<file path="config.mk">
export PLATFORM = sky130hd
export DESIGN_NAME = branch_resolve
export DESIGN_NICKNAME = d
export VERILOG_FILES = /design/src/rtl/branch_resolve_pkg.sv /design/src/rtl/branch_cond_eval.sv /design/src/rtl/branch_resolve.sv
export SDC_FILE = /design/constraint.sdc
export NUM_CORES = 1
export LEC_CHECK = 0
export ABC_CLOCK_PERIOD_IN_PS = 3400
export BUFFER_PORTS_ARGS = -buffer_cell sky130_fd_sc_hd__buf_2
export CORE_MARGIN = 1.5
export CORE_UTILIZATION = 35
export CTS_CLUSTER_SIZE = 14
export DETAILED_ROUTE_END_ITERATION = 10
export GPL_TIMING_DRIVEN = 0
export REMOVE_ABC_BUFFERS = 1
export SYNTH_ARGS = -nofsm -noshare
export SYNTH_HDL_FRONTEND = slang
export SYNTH_HIERARCHICAL = 1
export SYNTH_SLANG_ARGS = --single-unit
</file>
<file path="constraint.sdc">
create_clock -name clk -period 3.4 [get_ports clk]
set_input_delay 0.34 -clock clk [delete_from_list [all_inputs] [get_ports clk]]
set_output_delay 0.34 -clock clk [all_outputs]
set_load 0.02 [all_outputs]
</file>
<file path="src/rtl/branch_resolve_pkg.sv">
// rtl/branch_resolve_pkg.sv - shared branch codes, FSM states and bus types
// Purpose: constants shared by the branch resolution unit and its condition
//          evaluator.
// Contents: RegBus/ZeroWord data types, AluCtrl branch codes,
//           FSM state encodings.
package branch_resolve_pkg;

  typedef logic [31:0] RegBus;
  localparam RegBus ZeroWord = 32'h0000_0000;

  // AluCtrl operation codes. Only the branch group is acted on here.
  localparam logic [3:0] ALU_ADD  = 4'h0;
  localparam logic [3:0] ALU_SUB  = 4'h1;
  localparam logic [3:0] ALU_AND  = 4'h2;
  localparam logic [3:0] ALU_OR   = 4'h3;
  localparam logic [3:0] ALU_BEQ  = 4'h8;
  localparam logic [3:0] ALU_BNE  = 4'h9;
  localparam logic [3:0] ALU_BEQZ = 4'hA;
  localparam logic [3:0] ALU_BNEZ = 4'hB;
  localparam logic [3:0] ALU_JUMP = 4'hC;

  // Resolution FSM states.
  localparam logic [1:0] ST_IDLE     = 2'd0;
  localparam logic [1:0] ST_RESOLVE  = 2'd1;
  localparam logic [1:0] ST_REDIRECT = 2'd2;
  localparam logic [1:0] ST_FLUSH    = 2'd3;

endpackage

</file>
<file path="src/rtl/branch_cond_eval.sv">
// rtl/branch_cond_eval.sv - combinational branch condition evaluator
// Purpose: classify alu_ctrl as a branch and decide whether it is taken.
// Ports:
//   alu_ctrl  in  4   operation code
//   rs_data   in  32  first compare operand
//   rt_data   in  32  second compare operand (beq/bne only)
//   is_branch out 1   alu_ctrl is one of beq/bne/beqz/bnez/jump
//   taken     out 1   branch condition holds (0 for non-branches)
module branch_cond_eval
  import branch_resolve_pkg::*;
(
  input  logic [3:0]  alu_ctrl,
  input  logic [31:0] rs_data,
  input  logic [31:0] rt_data,
  output logic        is_branch,
  output logic        taken
);

  logic rs_eq_rt;
  logic rs_zero;

  assign rs_eq_rt = (rs_data == rt_data);
  assign rs_zero  = (rs_data == ZeroWord);

  always_comb begin
    is_branch = 1'b1;
    taken     = 1'b0;
    case (alu_ctrl)
      ALU_BEQ:  taken = rs_eq_rt;
      ALU_BNE:  taken = !rs_eq_rt;
      ALU_BEQZ: taken = rs_zero;
      ALU_BNEZ: taken = !rs_zero;
      ALU_JUMP: taken = 1'b1;
      default:  is_branch = 1'b0;
    endcase
  end

endmodule

</file>
<file path="src/rtl/branch_resolve.sv">
// rtl/branch_resolve.sv - branch resolution, redirect handshake and flush control
// Purpose: evaluate a branch in EX, redirect fetch to the registered target,
//          flush IF/ID afterwards, stall upstream while busy, count branches.
// Ports:
//   clk, rst                  clock, asynchronous active-high reset
//   br_valid, alu_ctrl        EX stage instruction and its operation code
//   rs_data, rt_data          compare operands (EX cycle)
//   branch_addr               registered target, valid one cycle after EX
//   redirect_valid/ready/pc   redirect handshake to the PC unit
//   flush                     kill IF/ID contents
//   stall                     hold EX and upstream stages
//   branch_cnt, taken_cnt     saturating statistics
module branch_resolve
  import branch_resolve_pkg::*;
#(
  parameter int FLUSH_CYCLES = 2,
  parameter int CNT_W        = 16
) (
  input  logic             clk,
  input  logic             rst,
  input  logic             br_valid,
  input  logic [3:0]       alu_ctrl,
  input  logic [31:0]      rs_data,
  input  logic [31:0]      rt_data,
  input  logic [31:0]      branch_addr,
  input  logic             redirect_ready,
  output logic             redirect_valid,
  output logic [31:0]      redirect_pc,
  output logic             flush,
  output logic             stall,
  output logic [CNT_W-1:0] branch_cnt,
  output logic [CNT_W-1:0] taken_cnt
);

  logic [1:0]       state_q, state_d;
  logic             taken_q, taken_d;
  logic             redirect_valid_q, redirect_valid_d;
  RegBus            redirect_pc_q, redirect_pc_d;
  logic [3:0]       flush_cnt_q, flush_cnt_d;
  logic [CNT_W-1:0] branch_cnt_q, branch_cnt_d;
  logic [CNT_W-1:0] taken_cnt_q, taken_cnt_d;

  logic is_branch;
  logic cond_taken;

  branch_cond_eval u_cond (
    .alu_ctrl  (alu_ctrl),
    .rs_data   (rs_data),
    .rt_data   (rt_data),
    .is_branch (is_branch),
    .taken     (cond_taken)
  );

  always_comb begin
    state_d          = state_q;
    taken_d          = taken_q;
    redirect_valid_d = redirect_valid_q;
    redirect_pc_d    = redirect_pc_q;
    flush_cnt_d      = flush_cnt_q;
    branch_cnt_d     = branch_cnt_q;
    taken_cnt_d      = taken_cnt_q;

    case (state_q)
      ST_IDLE: begin
        if (br_valid && is_branch) begin
          taken_d = cond_taken;
          state_d = ST_RESOLVE;
          if (!(&branch_cnt_q)) branch_cnt_d = branch_cnt_q + CNT_W'(1);
          if (cond_taken && !(&taken_cnt_q)) taken_cnt_d = taken_cnt_q + CNT_W'(1);
        end
      end
      ST_RESOLVE: begin
        // branch_addr is only meaningful in this cycle, so capture it here.
        if (taken_q) begin
          redirect_pc_d    = branch_addr;
          redirect_valid_d = 1'b1;
          state_d          = ST_REDIRECT;
        end else begin
          state_d = ST_IDLE;
        end
      end
      ST_REDIRECT: begin
        if (redirect_valid_q && redirect_ready) begin
          redirect_valid_d = 1'b0;
          if (FLUSH_CYCLES > 0) begin
            flush_cnt_d = 4'(FLUSH_CYCLES);
            state_d     = ST_FLUSH;
          end else begin
            state_d = ST_IDLE;
          end
        end
      end
      ST_FLUSH: begin
        flush_cnt_d = flush_cnt_q - 4'd1;
        if (flush_cnt_q == 4'd1) state_d = ST_IDLE;
      end
      default: state_d = ST_IDLE;
    endcase
  end

  always_ff @(posedge clk or posedge rst) begin
    if (rst) begin
      state_q          <= ST_IDLE;
      taken_q          <= 1'b0;
      redirect_valid_q <= 1'b0;
      redirect_pc_q    <= ZeroWord;
      flush_cnt_q      <= 4'd0;
      branch_cnt_q     <= '0;
      taken_cnt_q      <= '0;
    end else begin
      state_q          <= state_d;
      taken_q          <= taken_d;
      redirect_valid_q <= redirect_valid_d;
      redirect_pc_q    <= redirect_pc_d;
      flush_cnt_q      <= flush_cnt_d;
      branch_cnt_q     <= branch_cnt_d;
      taken_cnt_q      <= taken_cnt_d;
    end
  end

  assign redirect_valid = redirect_valid_q;
  assign redirect_pc    = redirect_pc_q;
  assign flush          = (state_q == ST_FLUSH);
  assign stall          = (state_q != ST_IDLE);
  assign branch_cnt     = branch_cnt_q;
  assign taken_cnt      = taken_cnt_q;

endmodule

</file>
==> impl_metrics.ini <==
[setup_path]
cp.required_ns = 3.62
cp.arrival_ns = 2.38
cp-start-kind = flip-flop
end_kind = flip-flop
critPathKind = flip-flop to flip-flop
max_stage_delay_ns = 0.76
path_cells = ha_1 > nand4_1 > nor4_2 > nor2_1 > mux2_2
critPathSlowestCell = nor4_2
path_buf_inv = 0
path_max_fanout = 9
cp_top_family = simple AND/OR/NAND/NOR gates

[logic_synthesis]
synth_area_leaders = dfrtp_1 (49%), mux2_2 (10%), xnor2_1 (7.9%)
synthCells = 321
ys.flop_type = dfrtp_1
syn_avg_cell_area_um2 = 11.42
postSynth.asyncResetShare_pct = 100.0
synth_top_area_cell = dfrtp_1
ys_types = 39
synth-edff-count = 0
synth-seq-cells = 72
yosysSeqAreaShare_pct = 49.13
synth_area_um2 = 3667
ys_top_cells_by_count = dfrtp_1 (72), mux2_2 (34), xnor2_1 (33)
synthMostInstantiatedCell = dfrtp_1
yosysWarnings = 6
netlist.area_leader.share_pct = 49.13

[sta]
tightest_slew_ns = 1.252
relSlewSlack_pct = 16.32
whs_ns = 0.1906
slew_violations = 0
max_freq_ghz = 0.4636
hold_viol = 0
rsz0062_at_grt = false
timing.setup.tns_ns = 0
setup_ws_ns = 1.243
layout_min_cycle_time_ns = 2.157
post-route-period-util_pct = 63.44
setup_viol = 0
fin_skew_ns = 0.004840

[cts]
root_buffer = clkbuf_8
h-tree-depth = 3
clk_latency_ns = 0.33
cts_resized = 0
tritoncts = built
cts_buffers = 9
cts_buffer_depth = 2
clock_sinks = 72
path_clk_slew_ns = 0.08
holdBufCountCts = 0
postCtsSetupBuffers = 0

[floorplan]
rows = 37
dieArea_um2 = 11100
dieHeight_um = 105.4
ios = 171
start_util_pct = 35.84
die_x_um = 105.4
core-area_um2 = 10230

[placement]
placed_cells = 621
gp_congestion = 0.8593
io_buffers = 170
dpl.hpwl_mm = 6.908
place_ws_ns = 0.8870

[global_routing]
grt-ovfl-total = 0
met3_usage_pct = 4.267
busiest_layer = met2
groute.usage.overall_pct = 16.26
grt_first_pass_wirelength_mm = 14.58
grt_util_met1_pct = 20.44
antenna_found_initial = 0
grt_max_degree = 73
grt_pass1_vias = 3086
gr-usage-met2_pct = 27.78

[final_layout]
antenna_cells = 0
finalNetCount = 604
drive_gt1_share_pct = 45.91
fin_cells = 637
area_growth_pct = 31.76

[pwr]
p_leak_nw = 2.378
power_density_nw_per_um2 = 628.1
ir_drop_mv = 0.3062
power_mw = 3.035

[route]
drcViolationCount = 0
vias_per_cell = 4.867
vias = 3100
drtIter0Drc = 121
ant_nets = 0
wl_per_cell_um = 13.97
routed_wirelength_mm = 8.902
drtPass1Iterations = 4

[outcome]
outcome = complete, no violations

[worst_hold_path]
min_path_type = primary input to asynchronous set/reset pin

[flow_run]
maxCapViolCount = 0
-- flip-flops by register name, indices dropped and copies added, names as in the netlist, named ones only --
signal,count
redirect_pc,32
branch_cnt,16
taken_cnt,16
flush_cnt_q,4
redirect_valid,1
state_q,1
taken_q,1
-- kinds of logic after synthesis --
| family | count (synthesis) | share of synthesized area (%) |
|---|---|---|
| compound gates | 18 | 3.173 |
| xor+xnor | 60 | 14.33 |
| fa+ha+maj | 4 | 1.365 |
| buf+inv | 11 | 1.331 |
| flops | 72 | 49.13 |
| mux | 36 | 11.02 |
| simple gates | 120 | 19.65 |
-- per-stage QoR --
step                      utilization (%)  area (um2)
final                               47.23        4832
after global routing                47.23        4832
after CTS                           47.23        4832
after detailed placement            45.55        4661
after global placement              45.53        4658
after floorplan                         -        3637
-- worst paths after layout --
kind / start / to / slack, ns / cells after the start
max: branch_cnt[0] / branch_cnt[1] / 1.24 / 5
min: rst / redirect_pc[6] / 0.19 / 2
max reg2reg: branch_cnt[0] / branch_cnt[1] / 1.24 / 5
min reg2reg: taken_cnt[15] / taken_cnt[15] / 0.50 / 1
max in group asynchronous: rst / taken_cnt[9] / 2.65 / 2
min in group clk: branch_addr[11] / redirect_pc[11] / 0.23 / 2
-- layout by cell type, fill, tap and decap left out, drive strengths merged, types with 2 or more instances in the layout --
cell type	Yosys	final
nor2b	2	2
nand2	20	20
and2	2	2
nor2	9	9
o21ai	5	5
nand3	8	8
o2111ai	2	2
nand3b	2	2
xor2	27	27
inv	5	6
buf	4	170
nor3b	5	5
mux2	35	35
nor3	14	14
dfrtp	72	72
clkinv	0	4
nand4	26	26
nor4	19	19
ha	4	4
xnor2	33	33
clkinvlp	0	2
a22o	2	2
or2	3	3
and3	4	4
and4	2	2
clkbuf	2	9
a21oi	4	4
-- report_power, final --
part           switching [mW]  internal [mW]
logic                   0.640          0.492
clock network           0.315          0.264
registers               0.194           1.13
-- area by class of cell --
type	count	area (um2)
fill	1018	5399
inverter	5	21.27
clock inverter	7	47.55
tap	136	170.2
clock buffer	9	123.9
timing repair buffer	170	850.8
multi-input combinational	238	1817
sequential	72	1802
-- layer usage --
| layer | routed length, um | up-vias |
|---|---|---|
| met5 | 0 | - |
| li1 | - | 1523 |
| met1 | 3835 | 1486 |
| met2 | 4525 | 85 |
| met4 | 57 | 0 |
| met3 | 483 | 6 |
Power figures use the tool's default switching activity.
